<file path="config.mk">
export PLATFORM = sky130hd
export DESIGN_NAME = cursor_mover
export DESIGN_NICKNAME = d
export VERILOG_FILES = /design/src/rtl/cursor_pkg.sv /design/src/rtl/button_debounce.sv /design/src/rtl/cursor_mover.sv
export SDC_FILE = /design/constraint.sdc
export NUM_CORES = 1
export LEC_CHECK = 0
export BUFFER_PORTS_ARGS = -buffer_cell sky130_fd_sc_hd__buf_2
export CAP_MARGIN = 30
export CORE_UTILIZATION = 55
export CTS_CLUSTER_SIZE = 28
export DETAILED_ROUTE_END_ITERATION = 10
export MAX_ROUTING_LAYER = met4
export PLACE_DENSITY_LB_ADDON = 0.2
export SLEW_MARGIN = 20
export SYNTH_ARGS = -nofsm -noshare
export SYNTH_HDL_FRONTEND = slang
export SYNTH_SLANG_ARGS = --single-unit
</file>
<file path="constraint.sdc">
create_clock -name clock -period 2.15 [get_ports clock]
set_input_delay 0.215 -clock clock [delete_from_list [all_inputs] [get_ports clock]]
set_output_delay 0.215 -clock clock [all_outputs]
set_load 0.02 [all_outputs]
</file>
<file path="src/rtl/cursor_pkg.sv">
// Shared types and constants for the paint cursor path: direction codes,
// the move FSM states, datapath widths and the button priority encoder.
package cursor_pkg;

    localparam int POS_W   = 11;
    localparam int TIMER_W = 25;

    localparam logic [1:0] DIR_UP    = 2'd0;
    localparam logic [1:0] DIR_DOWN  = 2'd1;
    localparam logic [1:0] DIR_LEFT  = 2'd2;
    localparam logic [1:0] DIR_RIGHT = 2'd3;

    typedef enum logic [1:0] {
        IDLE   = 2'd0,
        HOLD   = 2'd1,
        REPEAT = 2'd2
    } state_e;

    // pressed = {up, down, left, right}; up wins, right loses.
    function automatic logic [1:0] pick_dir(input logic [3:0] pressed);
        if (pressed[3])      return DIR_UP;
        else if (pressed[2]) return DIR_DOWN;
        else if (pressed[1]) return DIR_LEFT;
        else                 return DIR_RIGHT;
    endfunction

endpackage

</file>
<file path="src/rtl/button_debounce.sv">
// One raw active-low button: two-flop synchroniser followed by a counter that
// accepts a level change only after DEBOUNCE consecutive differing cycles.
module button_debounce #(
    parameter int DEBOUNCE = 500000
) (
    input  logic clock,
    input  logic reset,
    input  logic but_n_i,
    output logic pressed_o
);

    localparam int CNT_W = $clog2(DEBOUNCE + 1);

    logic             sync1_q;
    logic             sync2_q;
    logic             level_q;
    logic             level_d;
    logic [CNT_W-1:0] cnt_q;
    logic [CNT_W-1:0] cnt_d;

    // NOTE: every assignment below is non-blocking so all flops sample their
    // inputs from the same edge; blocking here would collapse the synchroniser.
    always_ff @(posedge clock) begin
        if (!reset) begin
            sync1_q <= 1'b0;
            sync2_q <= 1'b0;
            level_q <= 1'b0;
            cnt_q   <= '0;
        end else begin
            sync1_q <= ~but_n_i;
            sync2_q <= sync1_q;
            level_q <= level_d;
            cnt_q   <= cnt_d;
        end
    end

    // NOTE: defaults first, so every path assigns every output and no latch forms.
    always_comb begin
        level_d = level_q;
        cnt_d   = cnt_q;
        if (sync2_q == level_q) begin
            cnt_d = '0;
        end else if (cnt_q == CNT_W'(DEBOUNCE)) begin
            level_d = sync2_q;
            cnt_d   = '0;
        end else begin
            cnt_d = cnt_q + CNT_W'(1);
        end
    end

    assign pressed_o = level_q;

endmodule

</file>
<file path="src/rtl/cursor_mover.sv">
// Button-driven cursor position with press, hold-delay and auto-repeat moves.
// Define CURSOR_WRAP_EN to wrap at the screen limits instead of clamping.
module cursor_mover
    import cursor_pkg::*;
#(
    parameter int SIZE          = 8,
    parameter int STEP          = 4,
    parameter int W_RES         = 640,
    parameter int H_RES         = 480,
    parameter int DEBOUNCE      = 500000,
    parameter int REPEAT_DELAY  = 25000000,
    parameter int REPEAT_PERIOD = 2000000
) (
    input  logic              clock,
    input  logic              reset,
    input  logic              up_but,
    input  logic              down_but,
    input  logic              left_but,
    input  logic              right_but,
    output logic [POS_W-1:0]  x_cursor,
    output logic [POS_W-1:0]  y_cursor,
    output logic              moved,
    output logic [1:0]        dir
);

`ifdef CURSOR_WRAP_EN
    localparam bit WRAP_EN = 1'b1;
`else
    localparam bit WRAP_EN = 1'b0;
`endif

    localparam logic [POS_W-1:0]   X_MAX   = POS_W'(W_RES - SIZE - 2);
    localparam logic [POS_W-1:0]   Y_MAX   = POS_W'(H_RES - SIZE - 2);
    localparam logic [POS_W-1:0]   X0      = POS_W'(W_RES / 2 - SIZE / 2);
    localparam logic [POS_W-1:0]   Y0      = POS_W'(H_RES / 2 - SIZE / 2);
    localparam logic [POS_W-1:0]   STEP_P  = POS_W'(STEP);
    localparam logic [TIMER_W-1:0] T_DELAY = TIMER_W'(REPEAT_DELAY - 1);
    localparam logic [TIMER_W-1:0] T_PER   = TIMER_W'(REPEAT_PERIOD - 1);

    logic [3:0] pressed;
    logic       any_pressed;
    logic [1:0] active_dir;

    button_debounce #(.DEBOUNCE(DEBOUNCE)) u_db_up (
        .clock(clock), .reset(reset), .but_n_i(up_but),    .pressed_o(pressed[3])
    );
    button_debounce #(.DEBOUNCE(DEBOUNCE)) u_db_down (
        .clock(clock), .reset(reset), .but_n_i(down_but),  .pressed_o(pressed[2])
    );
    button_debounce #(.DEBOUNCE(DEBOUNCE)) u_db_left (
        .clock(clock), .reset(reset), .but_n_i(left_but),  .pressed_o(pressed[1])
    );
    button_debounce #(.DEBOUNCE(DEBOUNCE)) u_db_right (
        .clock(clock), .reset(reset), .but_n_i(right_but), .pressed_o(pressed[0])
    );

    assign any_pressed = |pressed;
    assign active_dir  = pick_dir(pressed);

    // Towards zero: a step that would underflow lands on 0 (or wraps to lim).
    function automatic logic [POS_W-1:0] step_back(input logic [POS_W-1:0] pos,
                                                   input logic [POS_W-1:0] lim);
        if (pos < STEP_P) return WRAP_EN ? lim : '0;
        else              return pos - STEP_P;
    endfunction

    // Away from zero: sum kept one bit wider so it cannot overflow the compare.
    function automatic logic [POS_W-1:0] step_fwd(input logic [POS_W-1:0] pos,
                                                  input logic [POS_W-1:0] lim);
        logic [POS_W:0] sum;
        sum = {1'b0, pos} + {1'b0, STEP_P};
        if (sum > {1'b0, lim}) return WRAP_EN ? '0 : lim;
        else                   return sum[POS_W-1:0];
    endfunction

    state_e             state_q, state_d;
    logic [TIMER_W-1:0] timer_q, timer_d;
    logic [POS_W-1:0]   x_q, x_d;
    logic [POS_W-1:0]   y_q, y_d;
    logic [1:0]         dir_q, dir_d;
    logic               moved_q, moved_d;
    logic               do_move;

    always_ff @(posedge clock) begin
        if (!reset) begin
            state_q <= IDLE;
            timer_q <= '0;
            x_q     <= X0;
            y_q     <= Y0;
            dir_q   <= DIR_UP;
            moved_q <= 1'b0;
        end else begin
            state_q <= state_d;
            timer_q <= timer_d;
            x_q     <= x_d;
            y_q     <= y_d;
            dir_q   <= dir_d;
            moved_q <= moved_d;
        end
    end

    // Release takes precedence over a timer expiring on the same cycle.
    always_comb begin
        state_d = state_q;
        timer_d = (timer_q != '0) ? timer_q - TIMER_W'(1) : timer_q;
        do_move = 1'b0;
        unique case (state_q)
            IDLE: begin
                if (any_pressed) begin
                    do_move = 1'b1;
                    timer_d = T_DELAY;
                    state_d = HOLD;
                end
            end
            HOLD: begin
                if (!any_pressed) begin
                    state_d = IDLE;
                end else if (active_dir != dir_q) begin
                    do_move = 1'b1;
                    timer_d = T_DELAY;
                end else if (timer_q == '0) begin
                    do_move = 1'b1;
                    timer_d = T_PER;
                    state_d = REPEAT;
                end
            end
            REPEAT: begin
                if (!any_pressed) begin
                    state_d = IDLE;
                end else if (active_dir != dir_q) begin
                    do_move = 1'b1;
                    timer_d = T_DELAY;
                    state_d = HOLD;
                end else if (timer_q == '0) begin
                    do_move = 1'b1;
                    timer_d = T_PER;
                end
            end
            default: state_d = IDLE;
        endcase
    end

    always_comb begin
        x_d     = x_q;
        y_d     = y_q;
        dir_d   = dir_q;
        moved_d = do_move;
        if (do_move) begin
            dir_d = active_dir;
            unique case (active_dir)
                DIR_UP:    y_d = step_back(y_q, Y_MAX);
                DIR_DOWN:  y_d = step_fwd(y_q, Y_MAX);
                DIR_LEFT:  x_d = step_back(x_q, X_MAX);
                DIR_RIGHT: x_d = step_fwd(x_q, X_MAX);
                default:   x_d = x_q;
            endcase
        end
    end

    assign x_cursor = x_q;
    assign y_cursor = y_q;
    assign moved    = moved_q;
    assign dir      = dir_q;

endmodule

</file>
==> impl_metrics.ini, run 1 <==
[global_route]
antenna_found_initial = 0
grt.total_usage = 0.2803
grt_pass1_wl_mm = 28.75
grt_overflow_total = 0
grt_max_degree = 22
grt_pass1_vias = 6255

[placement]
hpwl_mm = 12.28
portBuffers = 28
gp_congestion = 0.8798
placed_cells = 1132

[critical_path]
critPathKind = reg -> reg
cp_data_arrival_time_ns = 2.65
cp_max_fo = 5
worst_ep_required_time_ns = 2.45
startpoint_type = flip-flop
critPathCaptureType = flip-flop

[cts]
cts_root_buf = clkbuf_16
clkTransAtPathRegs_ns = 0.06
clkLatencyLatePin_ns = 0.42
cts.sinks = 138
cts_max_level = 4
clockBufferDepth = 2
tritoncts = done
cts_buffers = 17

[pwr]
p_leak_uw = 0.003483
power_uw = 8900
ir_drop_uv = 664.3
p_per_area_mw_per_mm2 = 967.1

[synth]
synthArstFlopShare = 0
yosys-top-cells-area = dfxtp_1, nor2_1, xor2_1, xnor2_1, ha_1
seq_area_frac_synth = 0.3888
netlist_area_mm2 = 0.007106
ys_seq_elements = 138
synth_cell_type_count = 68
synth_edf_count = 0
yosys.area.top_type = dfxtp_1
netlist.area_leader.share = 0.3888
synth_cells = 873
ys_warn_count = 0
avgSynthCellArea_um2 = 8.139
synth-main-ff-cell = dfxtp_1

[routing]
vias = 6730
routed_wl_mm = 18.47
postRouteAntennaNets = 0
vias_per_cell = 5.733
drt_first_iter_violations = 496
drtPass1Iterations = 5
wl_per_cell_um = 15.73
drc = 0

[layout]
area_delta_synth_final_pct = 29.51
nets = 1016
most-common-layout-cells = nor2_1, dfxtp_1, buf_4
final_common_cell = nor2_1
drive_above_1_share = 0.2355
antennaDiodeCount = 0
instances_no_fill = 1174
final_core_util = 0.7292

[floorplanning]
ioPinCount = 31
coreArea_mm2 = 0.01262
die_h_um = 115.7
dieWidth_um = 115.7
dieArea_mm2 = 0.01338
rows = 41
start_util = 0.5631

[timing]
tightest_slew_ns = 0.5081
hold_viol_final = 0
skew_ns = 0.006061
slew_headroom = 0.6587
finalCriticalPeriod_ns = 2.346
slew_violations = 0
rsz0062_at_grt = true
finalWorstSetupSlack_ns = -0.1962
setup_tns_ns = -2.023
setup_viol = 25
fmax_mhz = 426.2
fin_crit_sh = 1.091

[min_path]
hold_class = in -> reg

[status]
outcome = complete, but fails checks
violations = setup timing

[run]
drv_cap = 0
## worst paths after layout
| path | from | end | slack [ns] | depth (start not counted) |
|---|---|---|---|---|
| worst max-delay path | timer_q[22] | x_cursor[1] | -0.20 | 8 |
| worst min-delay path | reset | u_db_right.pressed_o | 0.24 | 3 |
| worst max register to register | timer_q[22] | x_cursor[1] | -0.20 | 8 |
| worst min register to register | u_db_left.sync1_q | u_db_left.sync2_q | 0.44 | 1 |
## report_power, final
part | switching, uW | leakage [uW] | internal, uW
clock | 1120 | 0.000318 | 2120
combinational | 1430 | 0.00205 | 1310
sequential | 148 | 0.00112 | 2780
## area by class of cell
class                           instances  area, um2
Timing Repair Buffer                  133       1006
Inverter                               37      138.9
Clock buffer                           21      460.4
Fill cell                             945       3417
Sequential cell                       138       2775
Tap cell                              172      215.2
Clock inverter                         11      191.4
Multi-Input combinational cell        662       4415
## Yosys cell counts, types with 27 or more instances
cell and instances:
xnor2_1 43, nand3_1 49, nor3_1 27, dfxtp_1 138, inv_1 37, xor2_1 47, nor2_1 139, clkbuf_1 30
a21oi_1 37, o21ai_0 34, nand2_1 56
## stage by stage
step                      setup WS [ns]  instance area [um2]  hold WS, ns
final                           -0.1962                 9203       0.2430
after global routing            -0.2775                 9203       0.2383
after CTS                       -0.1287                 8862       0.2434
after detailed placement        -0.1818                 8087       0.3681
after global placement          -0.1164                 8087       0.3690
after floorplan                 -0.1422                 7146       0.2817
## sequential cells by signal, indices dropped and copies added (netlist names), 2 cells and up
register,cells
timer_q,25
u_db_down.cnt_q,19
u_db_left.cnt_q,19
u_db_right.cnt_q,19
u_db_up.cnt_q,19
x_cursor,10
y_cursor,10
dir,2
state_q,2
## cells by family (layout without fill, tap and decap cells)
| kind of cell | count (synthesis) | count (layout) | synth area share |
|---|---|---|---|
| AO/OA/AOI/OAI | 139 | 139 | 0.1250 |
| XOR/XNOR | 90 | 90 | 0.1109 |
| multiplexers | 10 | 10 | 0.01409 |
| flip-flops | 138 | 138 | 0.3888 |
| adder cells (fa/ha/maj) | 21 | 21 | 0.03698 |
| buffers and inverters | 75 | 202 | 0.04103 |
| AND/OR/NAND/NOR | 399 | 400 | 0.2826 |
| other | 1 | 2 | 0.0005278 |
## layer usage
| metal | track usage | vias up | part of all wire |
|---|---|---|---|
| met5 | - | - | 0 |
| met4 | 0.09145 | 0 | 0.017 |
| met3 | 0.06799 | 34 | 0.057 |
| met2 | 0.4659 | 209 | 0.49 |
| met1 | 0.3333 | 3196 | 0.43 |
| li1 | - | 3291 | - |
## worst max-delay path, cell delays in order, from the launching register on
cell and delay [ns]:
dfxtp_1 0.31, or4_1 0.57, nor2_2 0.21, nand4_4 0.16, a311oi_4 0.41, buf_4 0.20, nand2_4 0.08, a211oi_2 0.18
o22ai_1 0.11
## repair_timing
| item | in CTS | in global routing |
|---|---|---|
| endpoints found under the hold margin | 4 | 0 |
| hold buffers | 4 | 0 |
| resized for setup | 14 | 76 |
| pin swaps | 7 | 22 |
| gates cloned | 0 | 1 |
| setup endpoints to repair | 30 | 43 |
| setup buffers | 1 | 5 |
Note: power is estimated with default switching activity, not from simulation.
==> run 2, diff against run 1 <==
Settings changed: SKIP_CTS_REPAIR_TIMING set to 1.
==> impl_metrics.ini, run 2 (same netlist as run 1, synthesis figures left out) <==
[status]
outcome = complete, but fails checks
violations = setup timing

[routing]
postRouteAntennaNets = 0
drtPass1Iterations = 6
drc = 0
vias = 6713
routed_wl_mm = 17.91
wl_per_cell_um = 15.30
drt_first_iter_violations = 460
vias_per_cell = 5.733

[critical_path]
critPathSlowestCell = or4_4
slowest_delay_ns = 0.52
cp_max_fo = 4
path_buf_inv = 1
worst_ep_required_time_ns = 2.50
cp_data_arrival_time_ns = 2.64
critPathCaptureType = flip-flop
critPathKind = reg -> reg
startpoint_type = flip-flop
path_cells = or4_4 > and2b_2 > nand4_4 > a311o_1 > buf_6 > nor4b_4 > o21ai_1 > a21oi_1
critPathTopFamily = simple AND/OR/NAND/NOR gates

[cts]
cts_buffers = 17
cts_root_buf = clkbuf_16
clockBufferDepth = 2
tritoncts = done
clkTransAtPathRegs_ns = 0.06
cts.sinks = 138
clkLatencyLatePin_ns = 0.42
cts_max_level = 4

[layout]
most-common-layout-cells = nor2_1, dfxtp_1, buf_4
nets = 1013
ff_latch_area_mm2 = 0.002775
fin_area_mm2 = 0.009007
final_common_cell = nor2_1
drive_above_1_share = 0.2112
nFillCells = 962
area_delta_synth_final_pct = 26.77
largest_reg_flops = 25
multiInputGateArea_mm2 = 0.004269
largest_register = timer_q
antennaDiodeCount = 0

[pwr]
clkPwrFrac = 0.365
p_leak_uw = 0.003437
pwr-share-seq = 0.332
comb_power_share = 0.303
p_per_area_mw_per_mm2 = 982.0
p_switching_uw = 2645
ir_drop_uv = 663.6
power_uw = 8845
p_int_uw = 6200
switching_share = 0.2991

[timing]
fmax_mhz = 435.8
finalCriticalPeriod_ns = 2.294
fin_crit_sh = 1.067
rsz0062_at_grt = true
slew_violations = 0
fin_hold_ws_ns = 0.2455
hold_viol_final = 0
finalWorstSetupSlack_ns = -0.1445
setup_viol = 28
setup_tns_ns = -1.525
skew_ns = 0.006398

[floorplanning]
dieWidth_um = 115.7
start_util = 0.5631
coreArea_mm2 = 0.01262
ioPinCount = 31
rows = 41
dieArea_mm2 = 0.01338
die_h_um = 115.7

[placement]
portBuffers = 28
gp_congestion = 0.8798
place_area_mm2 = 0.008087
place_ws_ns = -0.1818
hpwl_mm = 12.28

[global_route]
grt_max_degree = 22
grt_pass1_wl_mm = 28.39
grt_overflow_total = 0
grt.total_usage = 0.2769
antenna_found_initial = 0
grt_pass1_vias = 6193

[run]
drv_cap = 0

[min_path]
hold_class = in -> reg
==> run 2: cell count changes in the layout (fill, tap and decap cells not counted), sizes merged <==
cell / before / now
buf: 129 / 126
==> run 2: worst reg2reg max path, cell delays in order, from the launching register on <==
cell	delay (ns)
dfxtp_2	0.32
or4_4	0.52
and2b_2	0.26
nand4_4	0.13
a311o_1	0.41
buf_6	0.16
nor4b_4	0.19
o21ai_1	0.08
a21oi_1	0.16
==> run 2: per-layer routing <==
metal | GRT usage | wire (um) | vias up
met2 | 0.4599 | 8651 | 198
li1 | - | - | 3290
met4 | 0.09060 | 306 | 0
met5 | - | 0 | -
met3 | 0.06695 | 987 | 37
met1 | 0.3297 | 7968 | 3188
==> run 2: final cells by class <==
type,instances,share of cell area
Clock buffer,21,0.05112
Multi-Input combinational cell,662,0.4740
Inverter,37,0.01542
Tap cell,172,0.02389
Clock inverter,11,0.02125
Sequential cell,138,0.3081
Timing Repair Buffer,130,0.1063
==> run 2: power groups by stage <==
stage                     Clock (uW)  Combinational [uW]  Sequential [uW]
final                           3230                2680             2930
after floorplan                    0                1420             2980
after detailed placement           0                2360             2970
after global placement             0                2290             2960
after global routing            3380                2890             2960
after CTS                       3250                2400             2920
==> run 2: path summary, 6_finish.rpt <==
| kind | cells past startpoint | from | to | slack, ns |
|---|---|---|---|---|
| min reg2reg | 1 | u_db_left.sync1_q | u_db_left.sync2_q | 0.44 |
| max reg2reg | 8 | timer_q[10] | y_cursor[9] | -0.14 |
| max | 8 | timer_q[10] | y_cursor[9] | -0.14 |
| min | 3 | reset | u_db_right.pressed_o | 0.25 |
==> run 2: through the flow <==
| stage | util | cells |
|---|---|---|
| floorplan | - | 874 |
| detailed placement | 0.6408 | 1132 |
| CTS | 0.6924 | 1164 |
| global placement | 0.6408 | 1132 |
| global route | 0.7138 | 1171 |
| finish | 0.7138 | 1171 |
==> run 3, diff against run 2 <==
Settings changed: MAX_ROUTING_LAYER met4 to unset.
==> impl_metrics.ini, run 3 (same netlist as run 1, synthesis figures left out) <==
[layout]
drive_above_1_share = 0.2126
antennaDiodeCount = 0
most-common-layout-cells = nor2_1, dfxtp_1, buf_4
fin_area_mm2 = 0.009091
largest_register = timer_q
area_delta_synth_final_pct = 27.95
largest_reg_flops = 25
final_core_util = 0.7204
nets = 1016
final_common_cell = nor2_1

[critical_path]
path_cells = or4_4 > and2b_2 > nand4_4 > buf_4 > buf_6 > a31oi_4 > buf_6 > nand2_1 > a221o_1
startpoint_type = flip-flop
cp_common_cell = buf_6
slowest_delay_ns = 0.53
critPathTopFamily = simple AND/OR/NAND/NOR gates
critPathKind = reg -> reg
cp_max_fo = 6
cp_data_arrival_time_ns = 2.62
critPathSlowestCell = or4_4
worst_ep_required_time_ns = 2.46
path_buf_inv = 3
critPathCaptureType = flip-flop

[global_route]
grt_pass1_vias = 6401
grt_pass1_wl_mm = 29.56
grt_max_degree = 22
antenna_found_initial = 0
grt.total_usage = 0.2783
grt_overflow_total = 0

[timing]
finalWorstSetupSlack_ns = -0.1629
slew_headroom = 0.6305
setup_viol = 28
fmax_mhz = 432.4
hold_viol_final = 0
setup_tns_ns = -2.362
rsz0062_at_grt = true
slew_violations = 0
fin_crit_sh = 1.076
tightest_slew_ns = 0.5492
finalCriticalPeriod_ns = 2.313
skew_ns = 0.008255

[status]
outcome = complete, but fails checks
violations = setup timing

[placement]
portBuffers = 28
place_area_mm2 = 0.008094
hpwl_mm = 12.33
gp_congestion = 0.8905

[floorplanning]
rows = 41
start_util = 0.5631
ioPinCount = 31
dieWidth_um = 115.7
dieArea_mm2 = 0.01338
coreArea_mm2 = 0.01262
die_h_um = 115.7

[min_path]
hold_class = in -> reg

[run]
drv_cap = 0

[routing]
drtPass1Iterations = 5
drt_first_iter_violations = 600
postRouteAntennaNets = 0
vias_per_cell = 5.723
routed_wl_mm = 18.30
wl_per_cell_um = 15.59
vias = 6719
drc = 0

[pwr]
p_leak_uw = 0.003442
p_per_area_mw_per_mm2 = 980.1
ir_drop_uv = 616.9

[cts]
cts.sinks = 138
cts_buffers = 17
clockBufferDepth = 2
tritoncts = done
cts_root_buf = clkbuf_16
cts_max_level = 4
clkLatencyLatePin_ns = 0.43
clkTransAtPathRegs_ns = 0.06
run 3: final cells by class:
class / count / area (um2)
Sequential cell: 138 / 2773
Multi-Input combinational cell: 662 / 4339
Timing Repair Buffer: 133 / 991.0
Clock inverter: 13 / 191.4
Clock buffer: 19 / 442.9
Inverter: 37 / 138.9
Fill cell: 945 / 3528
Tap cell: 172 / 215.2
run 3: metrics by stage:
stage	cells	power [uW]	hold slack (ns)	setup WS (ns)
2_1_floorplan	874	4401	0.2817	-0.1422
3_3_place_gp	1133	5181	0.3671	-0.1213
3_5_place_dp	1133	5259	0.3693	-0.1585
4_1_cts	1165	8418	-0.07864	-0.1803
5_1_grt	1174	9307	0.2212	-0.2763
6_report	1174	8910	0.2437	-0.1629
run 3: where the power goes:
group | internal (uW) | switching (uW) | leakage [uW]
sequential | 2780 | 151 | 0.00112
clock | 1980 | 1160 | 0.000300
combinational | 1360 | 1480 | 0.00203
total | 6120 | 2790 | 0.00344
run 3: path summary, 6_finish.rpt:
check / from / endpoint / slack (ns) / cells after the start
worst max-delay path: timer_q[10] / y_cursor[6] / -0.16 / 9
worst min-delay path: reset / y_cursor[2] / 0.24 / 3
worst max register to register: timer_q[10] / y_cursor[6] / -0.16 / 9
worst min register to register: u_db_left.sync1_q / u_db_left.sync2_q / 0.44 / 1
run 3: per-layer routing:
layer / GRT usage / up-vias / wire [um]
met2: 0.4567 / 225 / 8781
li1: - / 3289 / -
met4: 0.1162 / 0 / 420
met1: 0.3466 / 3166 / 7968
met3: 0.07374 / 39 / 1129
met5: 0 / - / 0
run 3: worst reg2reg max path: stages (launching register included):
cell	delay, ns
dfxtp_1	0.31
or4_4	0.53
and2b_2	0.26
nand4_4	0.13
buf_4	0.17
buf_6	0.11
a31oi_4	0.14
buf_6	0.15
nand2_1	0.05
a221o_1	0.34
